[src/rtl/uofdm_dac_feeder.sv]
// U-OFDM DAC feeder: buffers time-domain samples in a small FIFO and hands
// one sample to the LED-driver DAC on every rising edge of the divided sample
// clock. The divided clock is only ever sampled on clk, never used as a clock.
//
// state     | meaning
// ----------+-----------------------------------------------------------
// S_IDLE    | no frame in progress, DAC holds its last code
// S_PREFILL | collecting samples until PREFILL are stored or a frame end
// S_STREAM  | one pop per sample tick; IDLE_LEVEL emitted on underflow
module uofdm_dac_feeder #(
    parameter int              DW         = 16,
    parameter int              AW         = 4,
    parameter int              PREFILL    = 8,
    parameter logic [DW-1:0]   IDLE_LEVEL = '0
) (
    input  logic          clk,
    input  logic          reset,
    input  logic          samp_clk,
    input  logic [DW-1:0] in_data,
    input  logic          in_valid,
    input  logic          in_last,
    output logic          in_ready,
    input  logic          clr_underflow,
    output logic [DW-1:0] dac_data,
    output logic          dac_wr,
    output logic          busy,
    output logic          underflow,
    output logic          frame_done
);

    localparam int              DEPTH     = 1 << AW;
    localparam logic [AW:0]     C_FULL    = (AW+1)'(DEPTH);
    localparam logic [AW:0]     C_PREFILL = (AW+1)'(PREFILL);

    typedef enum logic [1:0] {S_IDLE, S_PREFILL, S_STREAM} state_t;

    state_t          r_state;
    logic            r_s1, r_s2, r_s3;
    logic [DW:0]     r_mem [DEPTH];
    logic [AW-1:0]   r_wptr, r_rptr;
    logic [AW:0]     r_count, r_lastcnt;
    logic [DW-1:0]   r_dac_data;
    logic            r_dac_wr, r_frame_done, r_underflow;

    logic            w_tick, w_push, w_pop, w_head_last;
    logic [DW:0]     w_head;
    logic [AW:0]     w_lc_inc, w_lc_dec;

    assign w_tick      = r_s2 & ~r_s3;
    assign in_ready    = (r_count != C_FULL);
    assign w_push      = in_valid & in_ready;
    assign w_head      = r_mem[r_rptr];
    assign w_head_last = w_head[DW];
    assign w_pop       = w_tick & (r_state == S_STREAM) & (r_count != '0);
    assign w_lc_inc    = {{AW{1'b0}}, w_push & in_last};
    assign w_lc_dec    = {{AW{1'b0}}, w_pop & w_head_last};

    assign dac_data    = r_dac_data;
    assign dac_wr      = r_dac_wr;
    assign frame_done  = r_frame_done;
    assign underflow   = r_underflow;
    assign busy        = (r_state != S_IDLE);

    // Two-flop synchroniser plus a delay flop for rising-edge detection.
    always_ff @(posedge clk or negedge reset) begin
        if (!reset) begin
            r_s1 <= 1'b0;
            r_s2 <= 1'b0;
            r_s3 <= 1'b0;
        end else begin
            r_s1 <= samp_clk;
            r_s2 <= r_s1;
            r_s3 <= r_s2;
        end
    end

    // Sample storage; contents are don't-care until written, so no reset.
    always_ff @(posedge clk) begin
        if (w_push) begin
            r_mem[r_wptr] <= {in_last, in_data};
        end
    end

    // FIFO pointers, occupancy and count of stored frame-end markers.
    always_ff @(posedge clk or negedge reset) begin
        if (!reset) begin
            r_wptr    <= '0;
            r_rptr    <= '0;
            r_count   <= '0;
            r_lastcnt <= '0;
        end else begin
            if (w_push) r_wptr <= r_wptr + 1'b1;
            if (w_pop)  r_rptr <= r_rptr + 1'b1;
            case ({w_push, w_pop})
                2'b10:   r_count <= r_count + 1'b1;
                2'b01:   r_count <= r_count - 1'b1;
                default: r_count <= r_count;
            endcase
            r_lastcnt <= r_lastcnt + w_lc_inc - w_lc_dec;
        end
    end

    // Sequencer with registered DAC outputs; a set of underflow beats a clear.
    always_ff @(posedge clk or negedge reset) begin
        if (!reset) begin
            r_state      <= S_IDLE;
            r_dac_data   <= IDLE_LEVEL;
            r_dac_wr     <= 1'b0;
            r_frame_done <= 1'b0;
            r_underflow  <= 1'b0;
        end else begin
            r_dac_wr     <= 1'b0;
            r_frame_done <= 1'b0;
            if (clr_underflow) r_underflow <= 1'b0;
            case (r_state)
                S_IDLE: begin
                    if ((r_count != '0) || w_push) r_state <= S_PREFILL;
                end
                S_PREFILL: begin
                    if ((r_count >= C_PREFILL) || (r_lastcnt != '0)) r_state <= S_STREAM;
                end
                S_STREAM: begin
                    if (w_tick) begin
                        r_dac_wr <= 1'b1;
                        if (r_count != '0) begin
                            r_dac_data <= w_head[DW-1:0];
                            if (w_head_last) begin
                                r_frame_done <= 1'b1;
                                r_state      <= S_IDLE;
                            end
                        end else begin
                            r_dac_data  <= IDLE_LEVEL;
                            r_underflow <= 1'b1;
                        end
                    end
                end
                default: r_state <= S_IDLE;
            endcase
        end
    end

endmodule

[config.mk]
export PLATFORM = sky130hd
export DESIGN_NAME = uofdm_dac_feeder
export DESIGN_NICKNAME = d
export VERILOG_FILES = /design/src/rtl/uofdm_dac_feeder.sv
export SDC_FILE = /design/constraint.sdc
export NUM_CORES = 1
export LEC_CHECK = 0
export BUFFER_PORTS_ARGS = -buffer_cell sky130_fd_sc_hd__buf_2
export CORE_UTILIZATION = 50
export DETAILED_ROUTE_END_ITERATION = 16
export PLACE_DENSITY = 0.71
export SLEW_MARGIN = 5
export SYNTH_ARGS = -nofsm -noshare
export SYNTH_HDL_FRONTEND = slang
export SYNTH_SLANG_ARGS = --single-unit
[constraint.sdc]
create_clock -name clk -period 8.5 [get_ports clk]
set_input_delay 1.275 -clock clk [delete_from_list [all_inputs] [get_ports clk]]
set_output_delay 1.275 -clock clk [all_outputs]
set_load 0.05 [all_outputs]
# Word level (Yosys, flattened, before mapping)
# Memories as Yosys holds them, arrays and structs flattened.
# Cells that the tools add are included.
dict set report word_totals {
  elab_cells 66
  regBits 42
  output_inout_bits 21
  latchBits 0
  n_memories 1
  rom_bits 0
  ramBits 272
}
dict set report op_classes {
  n_eq_ne 10
  magnitude_cmp 1
  shift 0
  addsub 6
  muxes 20
  div_mod_pow 0
  n_reduce_logical 9
  bitwise_logic 7
  mul 0
}
# name depth width read_ports rd_clocked_by_memory_dff wr line_no
set mem_list {}
lappend mem_list {r_mem 16 17 1 0 1 39} ;# logic [DW:0] r_mem [DEPTH];
# cell count
set ops {}
lappend ops {{$mux W16} 1}
lappend ops {{$mux W1} 12}
lappend ops {{$mux W2} 5}
lappend ops {{$pmux W5 S2} 1}
lappend ops {{$reduce_bool A5 Y1} 2}
lappend ops {{$add A4 B1 Y4 const B} 2}
lappend ops {{$ne A2 B2 Y1 const B} 4}
lappend ops {{$and A1 B1 Y1} 6}
lappend ops {{$pmux W2 S3} 1}
lappend ops {{$add A5 B1 Y5} 1}
lappend ops {{$add A5 B1 Y5 const B} 1}
lappend ops {{$ge A5 B4 Y1 const B} 1}
lappend ops {{$ne A5 B5 Y1 const B} 1}
lappend ops {{$reduce_and A5 Y1} 1}
lappend ops {{$sub A5 B1 Y5} 1}
lappend ops {{$sub A5 B1 Y5 const B} 1}
lappend ops {{$eq A2 B1 Y1 const B} 2}
lappend ops {{$eq A2 B2 Y1 const B} 2}
lappend ops {{$reduce_bool A2 Y1} 2}
lappend ops {{$logic_not A2 Y1} 1}
lappend ops {{$logic_or A1 B1 Y1} 2}
lappend ops {{$ne A2 B1 Y1 const B} 1}
lappend ops {{$reduce_and A2 Y1} 1}
lappend ops {{$not A1 Y1} 1}

# Longest topological paths before layout
# Gate-level depths: netlist (run 1).
dict set report depth {
  depth_word 6
  ltp_mapped 15
  ltp_nobuf 13
}

# Least setup slack after synthesis (run 1)
# No wires, ideal clock.
dict set report synth_timing {
  path_type {input -> register}
  start {input in_valid}
  end {memory r_mem[3][0] (netlist name) (enable)}
  t_required_ns 8.088
  setup_time_ns 0.412
  setup_slack_ns 5.009
  t_arrival_ns 3.078
  path_stages 4
  path_cell_list {and2_1 > clkbuf_1 > nand2_1 > nor3_1}
}
dict set report synth_via {
  elab_chain_cells 3
}
# element line_no
set synth_lines {}
lappend synth_lines {{from (decl)} 20} ;# input logic in_valid,
lappend synth_lines {{$and A1 B1 Y1} 51} ;# assign w_push = in_valid & in_ready;
lappend synth_lines {{$mux W1} 79} ;# if (w_push) begin
lappend synth_lines {{$mux W1 (implied by the code)} 80} ;# r_mem[r_wptr] <= {in_last, in_data};
lappend synth_lines {{to (decl)} 39}
# No other way between the ends.

# Final worst setup path (run 1)
dict set report layout_timing {
  start {register r_s3}
  end {register r_count[4]}
}
dict set report layout_via {
  elab_chain_cells 6
  elab_cells_between_ends 8
  cone_classes {2 x eq/ne; 1 x mux; 4 x bitwise; 1 x reduce/logical}
}
# element line_no
set layout_lines {}
lappend layout_lines {{from (decl)} 38} ;# logic r_s1, r_s2, r_s3;
lappend layout_lines {{from (signal assigned)} 73} ;# r_s3 <= r_s2;
lappend layout_lines {{$not A1 Y1 (*)} 49} ;# assign w_tick = r_s2 & ~r_s3;
lappend layout_lines {{$and A1 B1 Y1 (*)} 49}
lappend layout_lines {{$and A1 B1 Y1 (*) (2 in series)} 54} ;# assign w_pop = w_tick & (r_state == S_STREAM) & (r_count != '0);
lappend layout_lines {{$eq A2 B1 Y1 / $eq A2 B2 Y1 (equally long branches)} 94} ;# case ({w_push, w_pop})
lappend layout_lines {{$pmux W5 S2 / $reduce_bool A2 Y1 (equally long branches)} n/a}
lappend layout_lines {{to (signal assigned)} 95} ;# 2'b10: r_count <= r_count + 1'b1;
lappend layout_lines {{to (signal assigned)} 96} ;# 2'b01: r_count <= r_count - 1'b1;
lappend layout_lines {{to (signal assigned)} 97} ;# default: r_count <= r_count;
lappend layout_lines {{to (decl)} 41} ;# logic [AW:0] r_count, r_lastcnt;
# Mark *: on every way between the ends. The rest lies on a longest branch, timed or not.
# A chain may end at the register's enable or synchronous reset.

==> results of run 1 <==
## metal layers
metal / wire, um / up-vias / GRT usage [%]
met2: 12000 / 193 / 32.6
met4: 385 / 2 / 5.42
met5: 10 / - / 0
li1: - / 2610 / -
met1: 9440 / 3017 / 26.8
met3: 2070 / 36 / 3.35
## critical path: stages (launching register included)
cell and delay (ns):
dfrtp_1 0.37, nor2b_1 0.16, nand3b_1 0.73, inv_2 0.22
nand2_1 0.16, inv_2 0.38, ha_1 0.31, inv_1 0.11
fa_1 0.41, nor2b_1 0.12, o21ai_1 0.08, nand3_1 0.11
or3b_1 0.36, xnor2_1 0.13
## per-stage QoR
step | utilization (%) | cell area [um^2] | std cells | worst slack (ns)
detailed placement | 53.5 | 13000 | 972 | 4.72
global route | 57.5 | 14000 | 1029 | 4.39
CTS | 57.5 | 14000 | 1029 | 4.68
finish | 57.5 | 14000 | 1029 | 4.70
floorplan | - | 12400 | 623 | 5.01
global placement | 53.5 | 13000 | 972 | 4.75
## kinds of logic after synthesis
kind of cell / count (synthesis)
AND/OR/NAND/NOR: 77
buffers and inverters: 48
flip-flops: 314
adder cells (fa/ha/maj): 17
AO/OA/AOI/OAI: 67
XOR/XNOR: 14
multiplexers: 86
## sequential cells by signal, summed over array words and instances (netlist names)
signal	flops
dac_data	16
dac_wr	1
frame_done	1
r_count	5
r_lastcnt	5
r_mem	272
r_rptr	4
r_s1	1
r_s2	1
r_s3	1
r_state	2
r_wptr	4
underflow	1
## where the power goes
group / switching [mW] / leakage [nW] / total [mW] / internal (mW)
clock: 0.551 / 0.467 / 1.31 / 0.760
sequential: 0.146 / 2.98 / 2.04 / 1.89
combinational: 0.707 / 1.27 / 1.24 / 0.531
total: 1.40 / 4.71 / 4.59 / 3.19
## how the worst max path moves through the flow
stage                          start                     end  slack, ns  cells past startpoint
3_3_place_gp   r_rptr[1]$_DFFE_PN0P_  r_lastcnt[4]$_DFF_PN0_       4.75                     13
6_report              r_s3$_DFF_PN0_  r_count[4]$_DFFE_PN0P_       4.70                     13
3_5_place_dp   r_rptr[1]$_DFFE_PN0P_  r_lastcnt[4]$_DFF_PN0_       4.72                     13
5_1_grt        r_rptr[1]$_DFFE_PN0P_  r_lastcnt[4]$_DFF_PN0_       4.39                     13
4_1_cts        r_rptr[1]$_DFFE_PN0P_  r_lastcnt[4]$_DFF_PN0_       4.68                     13
2_1_floorplan               in_valid   r_mem[3][0]$_DFFE_PP_       5.01                      4
## cell type report
| cell class | count | area share, % |
|---|---|---|
| clock buffer | 37 | 5.70 |
| clock inverter | 20 | 1.31 |
| inverter | 15 | 0.402 |
| multi-input combinational | 261 | 21.4 |
| sequential | 314 | 65.9 |
| tap | 324 | 2.90 |
| timing repair buffer | 58 | 2.36 |
## layout by cell type (no fill, tap or decap), types with 2 or more instances in the layout
cell type,Yosys,layout
edfxtp_1,272,272
mux4_2,65,65
buf_2,14,42
dfrtp_1,42,39
clkbuf_16,0,31
nor2b_1,21,21
a21oi_1,20,20
mux2i_1,20,20
nand2_1,19,19
a22o_1,16,16
buf_4,1,16
ha_1,15,15
inv_1,12,12
nor2_2,0,12
a211oi_2,11,11
xnor2_1,10,10
a211oi_1,10,10
clkinv_1,0,7
clkbuf_1,7,6
nor2_1,16,4
xor2_1,4,4
nor3_2,0,4
o21ai_1,4,4
clkinvlp_4,0,4
clkinv_2,0,4
nand3b_1,3,3
inv_2,3,3
nand2b_1,3,3
nand3_1,3,3
bufinv_16,0,3
nor3_1,6,2
a21o_1,2,2
o21ai_0,2,2
nand4_1,2,2
fa_1,2,2
dfrtp_2,0,2
==> summary.md, run 1 <==
| Metric | Value |
|---|---|
| Starting Density | `51.1%` |
| TritonCTS Buffers | `31` |
| H-tree depth | `1` |
| Post-CTS Resized | `0` |
| Via count | `5,858` |
| Worst Setup End Kind | `flop` |
| Gr usage total | `19.5%` |
| Mux share of post-synthesis cell area | `13.6%` |
| Fmax | `263 MHz` |
| DRT Pass-1 Iters | `4` |
| # rows | `57` |
| Netlist cell types | `39` |
| Number of global-route vias before repair | `6,233` |
| Hold Path Sink | `r_s3$_DFF_PN0_` |
| Hold-fix buffers at CTS | `0` |
| Largest net degree at the start of global routing | `73` |
| Synthesized-area fraction occupied by adder cells | `1.83%` |
| Post-synth EDFFs | `272` |
| Final worst path period share | `44.7%` |
| First-pass GRT wire length | `37.3 mm` |
| Clock slew at reported path FFs | `0.07 ns` |
| Largest area contributor in the netlist | `edfxtp_1` |
| Cells taking the most area after synthesis | `edfxtp_1 (66%), mux4_2 (12%), dfrtp_1 (8.5%)` |
| Ys flop type | `edfxtp_1` |
| Nets@finish | `720` |
| Normalized max-slew margin | `25.1%` |
| Synth Area in Compound Gates | `4.12%` |
| Fin crit period | `3.80 ns` |
| Post-Synth XOR/XNOR Area | `0.987%` |
| # fillers | `1,771` |
| Fraction of layout instances using a drive strength above 1 | `28.5%` |
| Setup CP Type | `flop to flop` |
| Buffer depth of the longest clock path | `3` |
| Status | `finished, final reports clean` |
| Post-synth top cells | `edfxtp_1 (272), mux4_2 (65), dfrtp_1 (42)` |
| FF+latch count, synth | `314` |
| Max VDD drop | `0.000261 V` |
| Diodes inserted | `0` |
| Initial antenna violation count | `1` |
| Slew Viols, Final | `0` |
| Crit-path max FO | `20` |
| Largest family of logic cells by synthesized area | `multiplexers` |
| Final setup violation count | `0` |
| Number of max-cap violations | `0` |
| Die Wd | `160 um` |
| Synthesized cell area | `0.0124 mm^2` |
| Hold path start | `r_s2$_DFF_PN0_` |
| Seq/Total Area, Yosys | `74.2%` |
| Hold/Removal Path Class | `flop to flop` |
| Critical R2R Launch | `r_s3$_DFF_PN0_` |
| DIE HEIGHT | `160 um` |
| CP Launch Type | `flop` |
| Wirelength per Cell | `23.3 um` |
| Worst Tran Pin Value | `1.12 ns` |
| DRC errors left | `0` |
| Yosys top cell area share | `65.7%` |
| Cell area power density | `328 mW/mm^2` |
| Drt via density | `5.69` |
| Root buf cell | `clkbuf_16` |
| CTS sink count | `314` |
| Worst hold margin | `0.377 ns` |
| Final WL | `23.9 mm` |
| Final Skew | `0.0124 ns` |
| Syn_area_per_cell | `19.9 um^2` |
| Post-route ant nets | `0` |
| Num ports | `43` |
| R2r worst-path depth | `13` |
| Initial DRC count | `511` |
| Area Growth Syn to Fin | `12.6%` |
| Port Buffer Count | `42` |
| Count of final hold-check violations | `0` |
| Critical Path RT | `8.92 ns` |
| Setup Fix Bufs, Post-CTS | `0` |
| Final TNS setup | `0 ns` |
| Multi-input logic area | `0.00299 mm^2` |
| Total Power | `4.59 mW` |
| Hold path depth | `0` |
| Most frequent cell after synthesis | `edfxtp_1` |
| Grt total ovfl | `0` |
| CTS tree | `built` |
| Simple-gate share of the synthesized area | `3.15%` |
| CP arrival | `4.22 ns` |
| FF+latch area | `0.00923 mm^2` |
| Synthesized instance count | `623` |
| HPWL after DPL | `13.4 mm` |
| Area of the die | `0.0255 mm^2` |
| Worst R2R Setup Slack | `4.70 ns` |
| P_leak | `4.71 nW` |
| Async set-or-reset flop fraction in the synthesized netlist | `13.4%` |
| GPL Wtd Cong | `0.750` |
| Yosys Warn Count | `0` |
| RSZ-0062 raised after global routing | `false` |
| R2r endpoint | `r_count[4]$_DFFE_PN0P_` |
| Synthesized netlist net count | `662` |
| Clk_lat worst skew | `0.54 ns` |
| Core outline area | `0.0243 mm^2` |
Note: power is estimated with default switching activity, not from simulation.
==> run 2: changes to the inputs <==
Settings changed: PLACE_DENSITY 0.71 to 0.74.
Clock period 8.5 ns to 3.33 ns, I/O delays scaled along.
==> run 2 against run 1 <==
  * Power rose to 2.5 times the previous value
  * Worst setup slack got worse by 4.3 ns
  * Combinational power increased to 2.7 times the previous value
  * Worst hold slack got worse by 0.33 ns
  * Count of clock-buffer cells in the layout down 2
  * Clock skew is 0.010 ns higher
  * Global-route usage grew 0.43 points
  * Routed wire length rose by 2.8%
  * Cell count rose by 1.5%
  * Die area stayed put
  * Sequential power increased to 2.5 times the previous value
==> summary.md, run 2 (synthesis gave the netlist of run 1 again) <==
| Metric | Value |
|---|---|
| Status | `finished, final reports clean (unchanged)` |
| First-pass GRT wire length | `38.0 mm (was 37.3 mm)` |
| TritonCTS Buffers | `31 (unchanged)` |
| Number of global-route vias before repair | `6,439 (was 6,233)` |
| Final TNS setup | `0 ns (unchanged)` |
| Worst R2R Setup Slack | `0.37 ns (was 4.70 ns)` |
| # rows | `57 (unchanged)` |
| Final worst slack | `0.374 ns (was 4.70 ns)` |
| Final WL | `24.6 mm (was 23.9 mm)` |
| Post-CTS Resized | `0 (unchanged)` |
| Core outline area | `0.0243 mm^2 (unchanged)` |
| Wirelength per Cell | `23.6 um (was 23.3 um)` |
| GPL Wtd Cong | `0.787 (was 0.750)` |
| CP arrival | `3.44 ns (was 4.22 ns)` |
| Crit-path max FO | `6 (was 20)` |
| Via count | `6,141 (was 5,858)` |
| Clock slew at reported path FFs | `0.06 ns (was 0.07 ns)` |
| Most frequent cells in the layout | `edfxtp_1 (272), mux4_2 (65), buf_2 (42) (unchanged)` |
| HPWL after DPL | `14.4 mm (was 13.4 mm)` |
| Max VDD drop | `0.000423 V (was 0.000261 V)` |
| Area of the die | `0.0255 mm^2 (unchanged)` |
| CP Launch Type | `flop (unchanged)` |
| Post-route ant nets | `0 (unchanged)` |
| Final instance area | `0.0141 mm^2 (was 0.0140 mm^2)` |
| Nets@finish | `737 (was 720)` |
| DRC errors left | `0 (unchanged)` |
| Critical Path RT | `3.81 ns (was 8.92 ns)` |
| Hold/Removal Path Class | `primary input to flop (was flop to flop)` |
| CTS sink count | `314 (unchanged)` |
| Root buf cell | `clkbuf_16 (unchanged)` |
| Setup Fix Bufs, Post-CTS | `0 (unchanged)` |
| DIE HEIGHT | `160 um (unchanged)` |
| Commonest non-fill, non-tap cell in the layout | `edfxtp_1 (unchanged)` |
| H-tree depth | `1 (unchanged)` |
| Dpl ws | `0.378 ns (was 4.72 ns)` |
| Normalized max-slew margin | `27.1% (was 25.1%)` |
| Grt total ovfl | `0 (unchanged)` |
| Count of final hold-check violations | `0 (unchanged)` |
| Setup CP Type | `flop to flop (unchanged)` |
| Num ports | `43 (unchanged)` |
| Placed Area | `0.0132 mm^2 (was 0.0130 mm^2)` |
| Hold-fix buffers at CTS | `0 (unchanged)` |
| P_leak | `4.80 nW (was 4.71 nW)` |
| Area Growth Syn to Fin | `13.4% (was 12.6%)` |
| DRT Pass-1 Iters | `5 (was 4)` |
| Fraction of layout instances using a drive strength above 1 | `30.0% (was 28.5%)` |
| Largest register FFs | `272 (unchanged)` |
| RSZ-0062 raised after global routing | `false (unchanged)` |
| Clk_lat worst skew | `0.56 ns (was 0.54 ns)` |
| Port Buffer Count | `42 (unchanged)` |
| Die Wd | `160 um (unchanged)` |
| Initial DRC count | `523 (was 511)` |
| Fin crit period | `2.96 ns (was 3.80 ns)` |
| Starting Density | `51.1% (unchanged)` |
| Final setup violation count | `0 (unchanged)` |
| Largest net degree at the start of global routing | `55 (was 73)` |
| Most flop-heavy register | `r_mem (unchanged)` |
| Worst Setup End Kind | `flop (unchanged)` |
| Initial antenna violation count | `1 (unchanged)` |
| CTS tree | `built (unchanged)` |
| Slew Viols, Final | `0 (unchanged)` |
| Number of max-cap violations | `0 (unchanged)` |
| Gr usage total | `20.0% (was 19.5%)` |
| Drt via density | `5.88 (was 5.69)` |
| Buffer depth of the longest clock path | `3 (unchanged)` |
| Final worst path period share | `88.8% (was 44.7%)` |
| Cell area power density | `827 mW/mm^2 (was 328 mW/mm^2)` |
| Final Skew | `0.0228 ns (was 0.0124 ns)` |
| Fmax | `338 MHz (was 263 MHz)` |
| Worst Tran Pin Value | `1.09 ns (was 1.12 ns)` |
==> run 2: cell types whose count changed in the layout (fill, tap and decap cells not counted), sizes merged <==
| cell | previous run | this run |
|---|---|---|
| clkbuf | 37 | 35 |
| clkinvlp | 4 | 0 |
| bufinv | 3 | 2 |
| inv | 16 | 17 |
| buf | 58 | 75 |
| clkinv | 12 | 15 |
| diode | 0 | 1 |
==> run 2: metal layers <==
metal / vias up / track usage, % / part of all wire, %
met5: - / 0 / 0
met4: 0 / 7.08 / 2.8
met3: 49 / 3.30 / 7.0
met2: 247 / 33.2 / 49
met1: 3189 / 26.9 / 41
li1: 2656 / - / -
==> run 2: layout make-up <==
| type | count | area, um^2 |
|---|---|---|
| Antenna cell | 1 | 2.50 |
| Multi-Input combinational cell | 261 | 2990 |
| Sequential cell | 314 | 9230 |
| Timing Repair Buffer | 75 | 470 |
| Fill cell | 1739 | 10200 |
| Clock buffer | 35 | 791 |
| Tap cell | 324 | 405 |
| Clock inverter | 19 | 143 |
| Inverter | 15 | 56.3 |
==> run 2: where the power goes <==
part | internal (mW) | total (mW) | switching [mW]
combinational | 1.40 | 3.30 | 1.90
sequential | 4.84 | 5.13 | 0.291
clock | 1.84 | 3.23 | 1.39
==> run 2: through the flow <==
stage	power [mW]	hold WS [ns]	utilization (%)	cells
5_1_grt	12.2	0.0262	57.9	1043
3_3_place_gp	8.39	0.338	54.1	989
2_1_floorplan	7.69	0.204	-	623
3_5_place_dp	8.52	0.340	54.1	989
4_1_cts	11.7	0.0296	57.9	1043
6_report	11.7	0.0480	57.9	1044
==> run 2: worst paths after layout <==
kind,from,depth (start not counted),to
setup / recovery,r_rptr[1]$_DFFE_PN0P_,12,r_lastcnt[4]$_DFF_PN0_
hold / removal,samp_clk,1,r_s1$_DFF_PN0_
setup reg to reg,r_rptr[1]$_DFFE_PN0P_,12,r_lastcnt[4]$_DFF_PN0_
hold reg to reg,r_s1$_DFF_PN0_,0,r_s2$_DFF_PN0_
max in group asynchronous,reset,1,r_rptr[1]$_DFFE_PN0P_
min in group asynchronous,reset,1,r_state[0]$_DFFE_PN0P_
==> run 2: critical path, stage by stage (launching register included) <==
cell,delay [ns]
dfrtp_4,0.45
mux4_2,0.49
nor2b_1,0.15
a211oi_2,0.28
a211oi_1,0.09
ha_1,0.31
inv_1,0.03
ha_1,0.21
fa_1,0.44
a21oi_1,0.14
nor2_1,0.05
nor2_1,0.11
xnor2_1,0.12
